==> src/rtl/logger_mc.sv <==
// logger_mc: N_CH producers post short text messages. Each message is framed
// with an optional channel tag and line end, queued whole in a byte FIFO, and
// drained to a byte-serial device through a stb/busy handshake. Frames from
// different channels never interleave.

module logger_mc #(
  parameter int unsigned N_CH      = 4,
  parameter int unsigned MAX_CHARS = 16,
  parameter int unsigned LEN_W     = 5,
  parameter int unsigned DEPTH     = 64,
  parameter int unsigned AW        = 6,
  parameter int unsigned TAG_EN    = 1,
  parameter int unsigned EOL_EN    = 1,
  parameter int unsigned DROP_MODE = 0
) (
  input  logic                        clk,
  input  logic                        rst_n,
  input  logic [N_CH*MAX_CHARS*8-1:0] ch_text,
  input  logic [N_CH*LEN_W-1:0]       ch_len,
  input  logic [N_CH-1:0]             ch_stb,
  output logic [N_CH-1:0]             ch_busy,
  output logic                        full,
  output logic                        empty,
  output logic [15:0]                 drop_cnt,
  output logic                        ext_stb,
  output logic [7:0]                  ext_data,
  input  logic                        ext_busy
);

  localparam int unsigned CW = (N_CH > 1) ? $clog2(N_CH) : 1;
  localparam int unsigned TW = MAX_CHARS * 8;

  typedef enum logic [2:0] {W_IDLE, W_TAG, W_CHAR, W_EOL, W_DROP} wr_state_e;
  typedef enum logic [1:0] {R_IDLE, R_LOAD, R_SEND} rd_state_e;

  logic [TW-1:0]    hold_text_q [N_CH];
  logic [LEN_W-1:0] hold_len_q  [N_CH];
  logic [N_CH-1:0]  busy_q, busy_d;

  wr_state_e        wr_st_q, wr_st_d;
  rd_state_e        rd_st_q, rd_st_d;
  logic [CW-1:0]    gnt_q, rr_q, grant_c, fin_ch;
  logic             grant_vld;
  logic [LEN_W-1:0] idx_q, cur_len;
  logic [15:0]      drop_cnt_q;
  logic             wr_en, rd_en, fin, drop_pulse;
  logic [7:0]       wr_byte;
  int unsigned      flen_c, space_c;

  logic [7:0]       mem_q [DEPTH];
  logic [AW:0]      wr_ptr_q, rd_ptr_q, count_c, count_d;
  logic             full_q, empty_q;
  logic [7:0]       ext_data_q;

  // Latch each idle channel's request into its holding register.
  // NOTE: storage arrays carry no reset; busy_q alone says whether an entry is valid.
  always_ff @(posedge clk) begin
    for (int k = 0; k < int'(N_CH); k++) begin
      if (ch_stb[k] && !busy_q[k]) begin
        hold_text_q[k] <= ch_text[k*TW +: TW];
        hold_len_q[k]  <= (ch_len[k*LEN_W +: LEN_W] > LEN_W'(MAX_CHARS)) ?
                          LEN_W'(MAX_CHARS) : ch_len[k*LEN_W +: LEN_W];
      end
    end
  end

  // A channel turns busy on capture and frees once its frame is finished or dropped.
  // NOTE: every signal written in always_comb gets a default first, so no latch is inferred.
  always_comb begin
    busy_d = busy_q;
    if (fin) busy_d[fin_ch] = 1'b0;
    for (int k = 0; k < int'(N_CH); k++) begin
      if (ch_stb[k] && !busy_q[k]) busy_d[k] = 1'b1;
    end
  end

  // Round-robin pick: first pending channel at or after rr_q, wrapping.
  always_comb begin
    grant_vld = 1'b0;
    grant_c   = '0;
    for (int i = 0; i < int'(N_CH); i++) begin
      if (!grant_vld && busy_q[(int'(rr_q) + i) % int'(N_CH)]) begin
        grant_vld = 1'b1;
        grant_c   = CW'((int'(rr_q) + i) % int'(N_CH));
      end
    end
  end

  assign cur_len = hold_len_q[gnt_q];
  assign count_c = wr_ptr_q - rd_ptr_q;
  assign count_d = count_c + (AW+1)'(wr_en) - (AW+1)'(rd_en);
  assign flen_c  = TAG_EN + EOL_EN + 32'(hold_len_q[grant_c]);
  assign space_c = DEPTH - 32'(count_c);

  // Writer state register plus busy flags.
  // NOTE: sequential state uses <= so every register sees pre-edge values of its peers.
  always_ff @(posedge clk or negedge rst_n) begin
    if (!rst_n) begin
      wr_st_q <= W_IDLE;
      busy_q  <= '0;
    end else begin
      wr_st_q <= wr_st_d;
      busy_q  <= busy_d;
    end
  end

  // Writer next state: frame is TAG, CHAR x len, EOL, with disabled/empty parts skipped.
  always_comb begin
    wr_st_d = wr_st_q;
    unique case (wr_st_q)
      W_IDLE: if (grant_vld) begin
        if (DROP_MODE != 0 && space_c < flen_c)  wr_st_d = W_DROP;
        else if (TAG_EN != 0)                    wr_st_d = W_TAG;
        else if (hold_len_q[grant_c] != '0)      wr_st_d = W_CHAR;
        else if (EOL_EN != 0)                    wr_st_d = W_EOL;
      end
      W_TAG: if (!full_q) begin
        if (cur_len != '0)    wr_st_d = W_CHAR;
        else if (EOL_EN != 0) wr_st_d = W_EOL;
        else                  wr_st_d = W_IDLE;
      end
      W_CHAR: if (!full_q && idx_q == cur_len - LEN_W'(1)) begin
        wr_st_d = (EOL_EN != 0) ? W_EOL : W_IDLE;
      end
      W_EOL:   if (!full_q) wr_st_d = W_IDLE;
      W_DROP:  wr_st_d = W_IDLE;
      default: wr_st_d = W_IDLE;
    endcase
  end

  // Writer outputs: FIFO write strobe/byte and the frame-finished pulse.
  always_comb begin
    wr_en      = 1'b0;
    wr_byte    = 8'h00;
    fin        = 1'b0;
    fin_ch     = gnt_q;
    drop_pulse = 1'b0;
    unique case (wr_st_q)
      W_IDLE: begin
        // A frame with no bytes at all completes at grant.
        fin    = grant_vld && (flen_c == 0);
        fin_ch = grant_c;
      end
      W_TAG: begin
        wr_en   = !full_q;
        wr_byte = 8'h30 + 8'(gnt_q);
        fin     = !full_q && cur_len == '0 && EOL_EN == 0;
      end
      W_CHAR: begin
        wr_en   = !full_q;
        wr_byte = hold_text_q[gnt_q][(int'(MAX_CHARS) - 1 - int'(idx_q))*8 +: 8];
        fin     = !full_q && idx_q == cur_len - LEN_W'(1) && EOL_EN == 0;
      end
      W_EOL: begin
        wr_en   = !full_q;
        wr_byte = 8'h0A;
        fin     = !full_q;
      end
      W_DROP: begin
        fin        = 1'b1;
        drop_pulse = 1'b1;
      end
      default: ;
    endcase
  end

  // Writer datapath: granted channel, char index, RR pointer, saturating drop counter.
  always_ff @(posedge clk or negedge rst_n) begin
    if (!rst_n) begin
      gnt_q      <= '0;
      idx_q      <= '0;
      rr_q       <= '0;
      drop_cnt_q <= '0;
    end else begin
      if (wr_st_q == W_IDLE) begin
        idx_q <= '0;
        if (grant_vld) gnt_q <= grant_c;
      end else if (wr_st_q == W_CHAR && wr_en) begin
        idx_q <= idx_q + LEN_W'(1);
      end
      if (fin) rr_q <= (fin_ch == CW'(N_CH - 1)) ? '0 : fin_ch + CW'(1);
      if (drop_pulse && drop_cnt_q != 16'hFFFF) drop_cnt_q <= drop_cnt_q + 16'd1;
    end
  end

  // FIFO storage write port.
  always_ff @(posedge clk) begin
    if (wr_en) mem_q[wr_ptr_q[AW-1:0]] <= wr_byte;
  end

  // FIFO pointers and flags; flags come from the next-state count.
  always_ff @(posedge clk or negedge rst_n) begin
    if (!rst_n) begin
      wr_ptr_q <= '0;
      rd_ptr_q <= '0;
      full_q   <= 1'b0;
      empty_q  <= 1'b1;
    end else begin
      wr_ptr_q <= wr_ptr_q + (AW+1)'(wr_en);
      rd_ptr_q <= rd_ptr_q + (AW+1)'(rd_en);
      full_q   <= (count_d == (AW+1)'(DEPTH));
      empty_q  <= (count_d == '0);
    end
  end

  // Reader state register and output data register.
  always_ff @(posedge clk or negedge rst_n) begin
    if (!rst_n) begin
      rd_st_q    <= R_IDLE;
      ext_data_q <= 8'h00;
    end else begin
      rd_st_q <= rd_st_d;
      if (rd_en) ext_data_q <= mem_q[rd_ptr_q[AW-1:0]];
    end
  end

  // Reader next state: fetch head, then hold it until the device accepts.
  always_comb begin
    rd_st_d = rd_st_q;
    unique case (rd_st_q)
      R_IDLE:  if (!empty_q) rd_st_d = R_LOAD;
      R_LOAD:  rd_st_d = R_SEND;
      R_SEND:  if (!ext_busy) rd_st_d = empty_q ? R_IDLE : R_LOAD;
      default: rd_st_d = R_IDLE;
    endcase
  end

  // Reader outputs.
  always_comb begin
    rd_en   = (rd_st_q == R_LOAD);
    ext_stb = (rd_st_q == R_SEND);
  end

  assign ch_busy  = busy_q;
  assign full     = full_q;
  assign empty    = empty_q;
  assign drop_cnt = drop_cnt_q;
  assign ext_data = ext_data_q;

endmodule
==> config.mk <==
export PLATFORM = sky130hd
export DESIGN_NAME = logger_mc
export DESIGN_NICKNAME = d
export VERILOG_FILES = /design/src/rtl/logger_mc.sv
export SDC_FILE = /design/constraint.sdc
export NUM_CORES = 1
export LEC_CHECK = 0
export CAP_MARGIN = 30
export CORE_ASPECT_RATIO = 1.1
export CORE_MARGIN = 4
export CORE_UTILIZATION = 60
export CTS_BUF_LIST = sky130_fd_sc_hd__clkbuf_4
export DETAILED_ROUTE_END_ITERATION = 8
export MAX_ROUTING_LAYER = met4
export PLACE_DENSITY = 0.9
export SLEW_MARGIN = 20
export SYNTH_ARGS = -nofsm -noshare
export SYNTH_HDL_FRONTEND = slang
export SYNTH_SLANG_ARGS = --single-unit
==> constraint.sdc <==
create_clock -name clk -period 19.4 [get_ports clk]
set_input_delay 1.94 -clock clk [delete_from_list [all_inputs] [get_ports clk]]
set_output_delay 1.94 -clock clk [all_outputs]
set_load 0.02 [all_outputs]
== Yosys cells after proc, flatten, opt, wreduce, memory -nomap -nowiden ==
Memories as Yosys holds them, arrays and structs flattened. A register that Yosys moved wholly into a read port is not among the register bits.
Index checks and enable logic that the tools add are counted.

* Bitwise logic cells: 5
* Add/subtract/negate cells: 15
* Equality and inequality tests: 16
* Magnitude comparators: 10
* Reduce and logical (&&, ||, !) cells: 38
* Shift operators: 1
* Muxes and demuxes: 58

{| class="wikitable"
|+ Operator list
! kind !! count
|-
| $shiftx A128 B9 Y8 || 1
|-
| $logic_not A32 Y1 || 1
|-
| $mux W1 || 30
|-
| $mux W5 || 6
|-
| $pmux W8 S3 || 1
|-
| $add A7 B1 Y7 || 3
|-
| $gt A5 B5 Y1 const B || 4
|-
| $add A16 B1 Y16 const B || 1
|-
| $mux W2 || 8
|-
| $ne A16 B16 Y1 const B || 1
|-
| $logic_and A1 B1 Y1 || 12
|-
| $lt A3 B4 Y1 const B || 3
|-
| $mux W3 || 4
|-
| $ne A2 B2 Y1 const B || 6
|-
| $pmux W3 S4 || 1
|-
| $reduce_bool A2 Y1 || 5
|-
| $logic_not A1 Y1 || 9
|-
| $bmux W1 S2 || 4
|-
| $add A6 B2 Y7 const A || 1
|-
| $eq A7 B7 Y1 const B || 1
|-
| $logic_not A7 Y1 || 1
|-
| $sub A7 B1 Y7 || 1
|-
| $sub A7 B7 Y7 || 1
|-
| $add A2 B5 Y6 const A || 1
|-
| other kinds (27) || 37
|}

* Output and inout bits: 31
* Logic and storage cells: 160
* RAM bits: 1044
* Register bits after elaboration: 50
* Memories kept: 3

{| class="wikitable"
|+ Memory list
! name !! words !! width !! read ports !! clocked after Yosys merged registers in !! wr ports !! RTL line !! source
|-
| hold_text_q || 4 || 128 || 1 || 0 || 4 || 36 || <nowiki>logic [TW-1:0] hold_text_q [N_CH];</nowiki>
|-
| mem_q || 64 || 8 || 1 || 1 || 1 || 50 || <nowiki>logic [7:0] mem_q [DEPTH];</nowiki>
|-
| hold_len_q || 4 || 5 || 2 || 0 || 4 || 37 || <nowiki>logic [LEN_W-1:0] hold_len_q [N_CH];</nowiki>
|}

== Depth between registers and ports, before layout ==
Gate-level depths: netlist of the first run.

* Word-level depth: 23
* Gate-level depth with buffers: 14

== Worst setup path before layout of the first run ==
No wires, ideal clock.

* Path kind: input port to flip-flop
* Start: input port ch_stb[0]
* End: memory hold_len_q[0][0] (enable)
* Buffers on the path: 0
* Stages on the path: 1
* Path slack: 11.055 ns
* Data arrival time: 7.702 ns
* Data required time: 18.757 ns
* Cell sequence: nor2b_1

{| class="wikitable"
|+ RTL lines
! item !! RTL line !! source
|-
| start, declared || 20 || <nowiki>input logic [N_CH-1:0] ch_stb,</nowiki>
|-
| end, declared || 37 ||
|}

== Worst setup path in the final report of the first run ==
* Start: register gnt_q[0]
* End: memory mem_q[12][3], data pin

* Word-level cells in the longest chain between the ends: 3
* Elaborated cells between the ends (all ways): 4
* Those cells by class: add/sub (1); shift (1); mux (1); memory (1)

{| class="wikitable"
|+ Ends and longest elaborated chain
! item !! RTL line !! source
|-
| start, declared || 42 || <nowiki>logic [CW-1:0] gnt_q, rr_q, grant_c, fin_ch;</nowiki>
|-
| start signal, assigned || 177 || <nowiki>if (grant_vld) gnt_q <= grant_c;</nowiki>
|-
| $mem_v2 Z4 W128 || -- ||
|-
| $shiftx A128 B9 Y8 || 151 || <nowiki>wr_byte = hold_text_q[gnt_q][(int'(MAX_CHARS) - 1 - int'(idx_q))*8 +: 8];</nowiki>
|-
| $pmux W8 S3 * || 138 || <nowiki>unique case (wr_st_q)</nowiki>
|-
| via wr_byte[3] || 47 || <nowiki>logic [7:0] wr_byte;</nowiki>
|-
| end, declared || 50 ||
|}

Mark *: on every way through the listed nets, which the timed path passes. The rest lies on a longest branch.

==> metrics.md, run 1 <==
| Metric | Value |
|---|---|
| Hold_ws | `0.465 ns` |
| Compound-gate portion of the synthesized area | `0.0127` |
| Hold path endpoint | `rd_st_q[0]` |
| PostCTS Resize Cnt | `0` |
| Die width | `264 um` |
| Mux cell area share after synthesis | `0.181` |
| Fin. Hold Viols | `0` |
| H-Tree Depth | `5` |
| Die H | `between 200 and 300 um` |
| Max-Cap Viols | `0` |
| Setup Crit Path Kind | `reg2reg` |
| Antenna-violating nets left | `0` |
| Slowest-stage cell, CP | `dfrtp_4` |
| HP Start | `rd_st_q[1]` |
| Most frequent cells in the layout | `edfxtp_1, clkdlybuf4s50_1, clkbuf_4` |
| Worst-path clk slew | `around 0.07 ns` |
| Starting DRT DRC Count | `about 4k` |
| Post-Syn Instances | `1979` |
| Pre-Repair DR Iteration Count | `5` |
| Simple-gate area share of the yosys netlist | `0.0250` |
| Largest net degree at the start of global routing | `approximately 130` |
| Worst vdd ir | `0.101 mV` |
| CP cell instances | `buf_4 > buf_6 > mux4_2 > mux4_2 > mux2_2 > nand2_1 > o21ai_0 > a21oi_1 > nor2_4 > buf_12` |
| Tot GR Track Use | `0.346` |
| Remaining Overflow, GRT | `0` |
| GR peak layer | `met2` |
| FF-to-FF End | `mem_q[12][3]` |
| Seq/Total Area, Yosys | `0.750` |
| Switching Share | `0.327` |
| Critical Path Start | `gnt_q[0]` |
| Layout cells sized above 1 | `0.284` |
| Sequential power share | `0.424` |
| Synth area leader | `edfxtp_1` |
| Worst hold path class | `reg2reg` |
| Most frequent CP cell | `mux4_2` |
| Setup Skew | `between 0.1 and 0.15 ns` |
| Minimum clock period | `roughly 5 ns` |
| Final Util | `0.756` |
| Worst R2R Start | `gnt_q[0]` |
| Syn-to-layout area delta | `23.9%` |
| Syn. warnings | `0` |
| R2r setup slk | `14.38 ns` |
| Worst rel slew slack | `0.203` |
| WL per Instance | `about 34 um` |
| CTS tree | `done` |
| Fin. max-slew vios | `0` |
| Via/cell ratio | `6.50` |
| Root Buffer Master | `clkbuf_4` |
| Synth area leaders | `edfxtp_1, mux4_2, dfrtp_1, nor2_1, ha_1` |
| Mapped cell area | `around 0.043 sq mm` |
| Int Power | `0.00509 W` |
| Share of the synthesized area in the top cell type | `0.726` |
| Netlist cell types | `52` |
| Boundary Pins | `570` |
| Pleak | `approximately 18 nW` |
| Crit-path max FO | `53` |
| CP endpoint kind | `register` |
| Grt met1 use | `0.408` |
| Vias in the first global route | `26.6k` |
| Setup TNS | `0 ns` |
| Post-layout nets | `about 3.3k` |
| Average size of a mapped cell | `21.8 sq um` |
| RSZ-0062 raised after global routing | `false` |
| # hold bufs at CTS | `0` |
| First-pass GRT wire length | `roughly 180000 um` |
| Hold depth | `1` |
| Met3 global-route usage | `0.0825` |
| Largest family of logic cells by synthesized area | `multiplexers` |
| Total net switching power | `~0.0025 W` |
| RD Place Congestion | `1.03` |
| Clock power frac | `0.249` |
| # rows | `102` |
| Post-CTS Setup Inserts | `0` |
| WP data arrival | `5.74 ns` |
| Flops & latches, synth | `between 1k and 1.5k` |
| Top achievable clock speed | `approximately 200 MHz` |
| Clock Tree Buf Depth | `4` |
| Placed wire-length estimate | `86100 um` |
| Tcrit/Tclk final | `0.259` |
| Clock Latency Late Sink | `~1.1 ns` |
| Outcome | `finished clean` |
| Num CTS Buffers | `277` |
| CP required | `about 20 ns` |
| Met2 GRT Util | `0.559` |
| Slew @ Worst Pin | `1.19 ns` |
| DRC Markers | `0` |
| Commonest non-fill, non-tap cell in the layout | `edfxtp_1` |
| Xor-xnor portion of the synthesized cell area | `0.00568` |
| Worst-case reg-to-reg path depth | `10` |
| Routed WL | `around 130000 um` |
| Combinational power share | `0.327` |
| Worst setup SP type | `register` |
| Post-synthesis adder-cell area fraction | `0.0101` |
| Power Dens Cells | `about 140 mW/mm^2` |
| Initial antenna violation count | `42` |
| Final setup viols | `0` |
| PortBufs | `around 550` |
| Vias post-DR | `25.6k` |
| Die Area | `0.0763 sq mm` |
| Initial Utilization | `0.610` |
| CTS sink cnt | `roughly 1.1k` |
| Max incr delay on CP | `0.91 ns` |
| Core ar. | `a little over 0.07 sq mm` |
synthesized netlist by cell type (all sizes together):
cell    instances
and3            1
xor2           10
dfrtp          40
nor2b          33
inv            26
and4            1
o21ai           9
nor3b           2
a21o            2
mux2            9
nor2          106
nand3b          1
nand3          14
mux2i          32
o22ai           1
nor4            4
nor3           29
a311oi          2
a22o            1
mux4          329
a211oi         10
a41oi           4
o311ai          2
a31oi           2
o41a            1
or2             1
ha             30
edfxtp       1044
a21oi          35
conb            1
nand2b          7
o2bb2a          1
and2            3
or3b            1
fa              3
nand2          29
nand4           2
clkbuf         49
o31ai           8
dfstp           1
o211ai          1
buf            71
o41ai           3
xnor2          18
through the flow:
| stage | area, sq um | setup slack [ns] | std cells | power, W |
|---|---|---|---|---|
| finish | 53500 | 14.38 | 3931 | 0.00756 |
| floorplan | 43200 | 11.06 | 1994 | 0.00483 |
| CTS | 53100 | 14.08 | 3856 | 0.00747 |
| global route | 53500 | 13.99 | 3930 | 0.00785 |
| global placement | 49700 | 14.23 | 3392 | 0.00543 |
| detailed placement | 49800 | 14.12 | 3396 | 0.00561 |
registers in the layout (all words and copies together) (netlist names):
signal / cells
idx_q: 5
hold_len_q: 20
wr_st_q: 2
rr_q: 2
gnt_q: 2
empty: 1
ext_data: 8
mem_q: 512
wr_ptr_q: 7
hold_text_q: 512
ch_busy: 4
full: 1
rd_ptr_q: 7
rd_st_q: 2
layout make-up:
| cell class | instances | area, sq um |
|---|---|---|
| diodes | 47 | 118 |
| fillers | 3586 | 17300 |
| clock buffers | 391 | 2940 |
| clock inverters | 69 | 325 |
| well taps | 936 | 1170 |
| multi-input cells | 763 | 10300 |
| repair buffers | 614 | 6160 |
| inverters | 26 | 97.6 |
| flip-flops and latches | 1085 | 32400 |
worst max-delay path, delay by kind of cell, from the launching register on:
| family | cells | cell delay [ns] |
|---|---|---|
| AO/OA/AOI/OAI | 2 | 0.35 |
| buffers and inverters | 3 | 1.69 |
| flip-flops | 1 | 0.91 |
| multiplexers | 3 | 1.42 |
| AND/OR/NAND/NOR | 2 | 0.25 |
routing by layer:
layer / part of all wire / vias to the layer above
met5: 0 / -
li1: - / 9988
met2: 0.51 / 2378
met4: 0.065 / 0
met3: 0.11 / 441
met1: 0.31 / 12760
power by group through the flow:
| stage | logic, W | clock network (W) | registers, W |
|---|---|---|---|
| global placement | 0.00221 | 0 | 0.00322 |
| detailed placement | 0.00237 | 0 | 0.00324 |
| floorplan | 0.00166 | 0 | 0.00317 |
| global route | 0.00259 | 0.00204 | 0.00322 |
| finish | 0.00247 | 0.00188 | 0.00320 |
| CTS | 0.00239 | 0.00188 | 0.00319 |
worst max-delay path by stage:
stage | end | slack, ns | cells past startpoint
2_1_floorplan | hold_len_q[0][0] | 11.06 | 1
3_3_place_gp | mem_q[48][3] | 14.23 | 9
3_5_place_dp | mem_q[48][3] | 14.12 | 9
4_1_cts | mem_q[5][3] | 14.08 | 9
5_1_grt | mem_q[12][3] | 13.99 | 10
6_report | mem_q[12][3] | 14.38 | 10
kinds of logic after synthesis:
kind of cell	count (synthesis)
AO/OA/AOI/OAI	82
other	1
adder cells (fa/ha/maj)	33
flip-flops	1085
buffers and inverters	146
multiplexers	370
XOR/XNOR	28
AND/OR/NAND/NOR	234
No activity file was read; power rests on OpenSTA's default activity.
==> run 2: changes to the inputs <==
--- a/config.mk
+++ b/config.mk
@@ -8,11 +8,11 @@
 export CAP_MARGIN = 30
 export CORE_ASPECT_RATIO = 1.1
 export CORE_MARGIN = 4
-export CORE_UTILIZATION = 60
+export CORE_UTILIZATION = 52
 export CTS_BUF_LIST = sky130_fd_sc_hd__clkbuf_4
 export DETAILED_ROUTE_END_ITERATION = 8
 export MAX_ROUTING_LAYER = met4
-export PLACE_DENSITY = 0.9
+export PLACE_DENSITY = 0.83
 export SLEW_MARGIN = 20
 export SYNTH_ARGS = -nofsm -noshare
 export SYNTH_HDL_FRONTEND = slang
==> constraint.sdc (replaced) <==
create_clock -name clk -period 4.5 [get_ports clk]
set_input_delay 0.45 -clock clk [delete_from_list [all_inputs] [get_ports clk]]
set_output_delay 0.45 -clock clk [all_outputs]
set_load 0.02 [all_outputs]
==> metrics.md, run 2 (synthesis results as in run 1) <==
| Metric | Value |
|---|---|
| Outcome | `finished clean` |
| Fin. max-slew vios | `0` |
| WL per Instance | `35.2 um` |
| Final cell count without fillers | `approximately 4.6k` |
| Die Area | `0.0877 sq mm` |
| RD Place Congestion | `approximately 1.0` |
| Pre-Repair DR Iteration Count | `8` |
| Setup Crit Path Kind | `reg2reg` |
| Worst-case reg-to-reg path depth | `9` |
| Placed wire-length estimate | `just under 90000 um` |
| Worst-path clk slew | `~0.08 ns` |
| Final setup viols | `0` |
| Crit-path max FO | `7` |
| Routed WL | `around 160000 um` |
| Minimum clock period | `about 4.2 ns` |
| Hold depth | `1` |
| Vias post-DR | `between 20k and 30k` |
| Commonest non-fill, non-tap cell in the layout | `edfxtp_1` |
| Vias in the first global route | `a little over 30k` |
| Syn-to-layout area delta | `37.1%` |
| PortBufs | `between 500 and 600` |
| Top achievable clock speed | `240 MHz` |
| Core ar. | `0.0822 sq mm` |
| Worst setup SP type | `register` |
| Clock Latency Late Sink | `approximately 1.3 ns` |
| Clock power frac | `0.256` |
| Power Dens Cells | `584 mW/mm^2` |
| PostCTS Resize Cnt | `0` |
| Via/cell ratio | `6.48` |
| Clock Tree Buf Depth | `4` |
| Tcrit/Tclk final | `0.926` |
| Int Power | `~0.023 W` |
| Initial antenna violation count | `44` |
| Num CTS Buffers | `~280` |
| Post-layout nets | `3877` |
| H-Tree Depth | `5` |
| Setup TNS | `0 ns` |
| Combinational power share | `0.338` |
| Boundary Pins | `570` |
| Largest net degree at the start of global routing | `97` |
| CP endpoint kind | `register` |
| Critical Path Start | `rr_q[1]` |
| Fin. Hold Viols | `0` |
| Post-Place Worst Slack | `a little under 0.7 ns` |
| CTS tree | `done` |
| Antenna-violating nets left | `0` |
| Worst rel slew slack | `0.228` |
| Worst R2R Start | `rr_q[1]` |
| Starting DRT DRC Count | `between 5k and 6k` |
| Tot GR Track Use | `0.359` |
| Layout cells sized above 1 | `0.253` |
| Remaining Overflow, GRT | `0` |
| CTS sink cnt | `between 1k and 1.5k` |
| Pleak | `20.2 nW` |
| Setup Skew | `~0.26 ns` |
| Worst vdd ir | `about 0.44 mV` |
| # rows | `110` |
| Die width | `283 um` |
| Hold_ws | `about 0.078 ns` |
| Total net switching power | `~0.012 W` |
| Max-Cap Viols | `0` |
| DRC Markers | `0` |
| RSZ-0062 raised after global routing | `false` |
| Switching Share | `0.348` |
| Sequential power share | `0.407` |
| Final Util | `0.721` |
| WP data arrival | `about 5.1 ns` |
| Slew @ Worst Pin | `1.15 ns` |
| Worst hold path class | `in2reg` |
| Placed cell count | `between 3k and 4k` |
| CP required | `5.41 ns` |
| Die H | `310 um` |
| Initial Utilization | `0.526` |
| Post-CTS Setup Inserts | `0` |
| Worst setup margin | `~0.33 ns` |
| First-pass GRT wire length | `between 200000 and 250000 um` |
| Most frequent cells in the layout | `edfxtp_1, clkdlybuf4s50_1, dlygate4sd3_1` |
| Root Buffer Master | `clkbuf_4` |
| HP Start | `ch_text[123]` |
[run 2: changes by cell type in the layout (fill, tap and decap cells not counted), sizes merged]
| cell | change |
|---|---|
| dlygate4sd3 | +501 |
| buf | +33 |
| diode | +25 |
| clkbuf | +9 |
| clkinv | -6 |
| inv | +2 |
| clkinvlp | +1 |
[run 2: power by group through the flow]
stage	Sequential (W)	Combinational (W)	Clock (W)
2_1_floorplan	0.0136	0.00717	0
3_3_place_gp	0.0140	0.00971	0
3_5_place_dp	0.0141	0.0104	0
4_1_cts	0.0139	0.0108	0.00820
5_1_grt	0.0141	0.0121	0.00939
6_report	0.0140	0.0117	0.00883
[run 2: layout make-up]
type | count | area (sq um)
flip-flops and latches | 1085 | 32400
fillers | 4195 | 23000
multi-input cells | 763 | 10300
clock buffers | 401 | 3010
diodes | 72 | 180
repair buffers | 1147 | 11500
clock inverters | 66 | 320
well taps | 1064 | 1330
inverters | 26 | 97.6
[run 2: worst paths after layout]
check                           slack [ns]                   to
worst max register to register        0.33           ch_busy[0]
min in group asynchronous             0.47          ext_data[1]
max in group asynchronous             3.43          rd_ptr_q[1]
worst max-delay path                  0.33           ch_busy[0]
worst min register to register        0.46           rd_st_q[0]
worst min-delay path                  0.08  hold_text_q[0][123]
[run 2: metrics by stage]
stage / total power (W) / cell area (sq um)
floorplan: 0.0207 / 43300
global placement: 0.0237 / 50300
detailed placement: 0.0245 / 50600
CTS: 0.0329 / 58900
global route: 0.0356 / 59200
finish: 0.0345 / 59200
[run 2: timing repair]
action | CTS | global route
endpoints found under the hold margin | 539 | 2
setup endpoints to repair | 0 | 0
hold buffers | 499 | 2
[run 2: critical path: stages (launching register included)]
cell and delay (ns):
dfrtp_1 0.55, mux2i_1 0.26, nor2_1 0.07, a311oi_1 0.92
mux2_2 0.49, inv_1 0.08, ha_1 0.17, mux4_2 0.58
o41ai_2 0.59, a41oi_1 0.26
[run 2: layer usage]
metal	vias up	GRT usage	part of all wire
li1	11108	-	-
met1	14466	0.399	0.29
met2	3374	0.567	0.47
met3	1000	0.0974	0.14
met4	0	0.250	0.10
met5	-	-	0
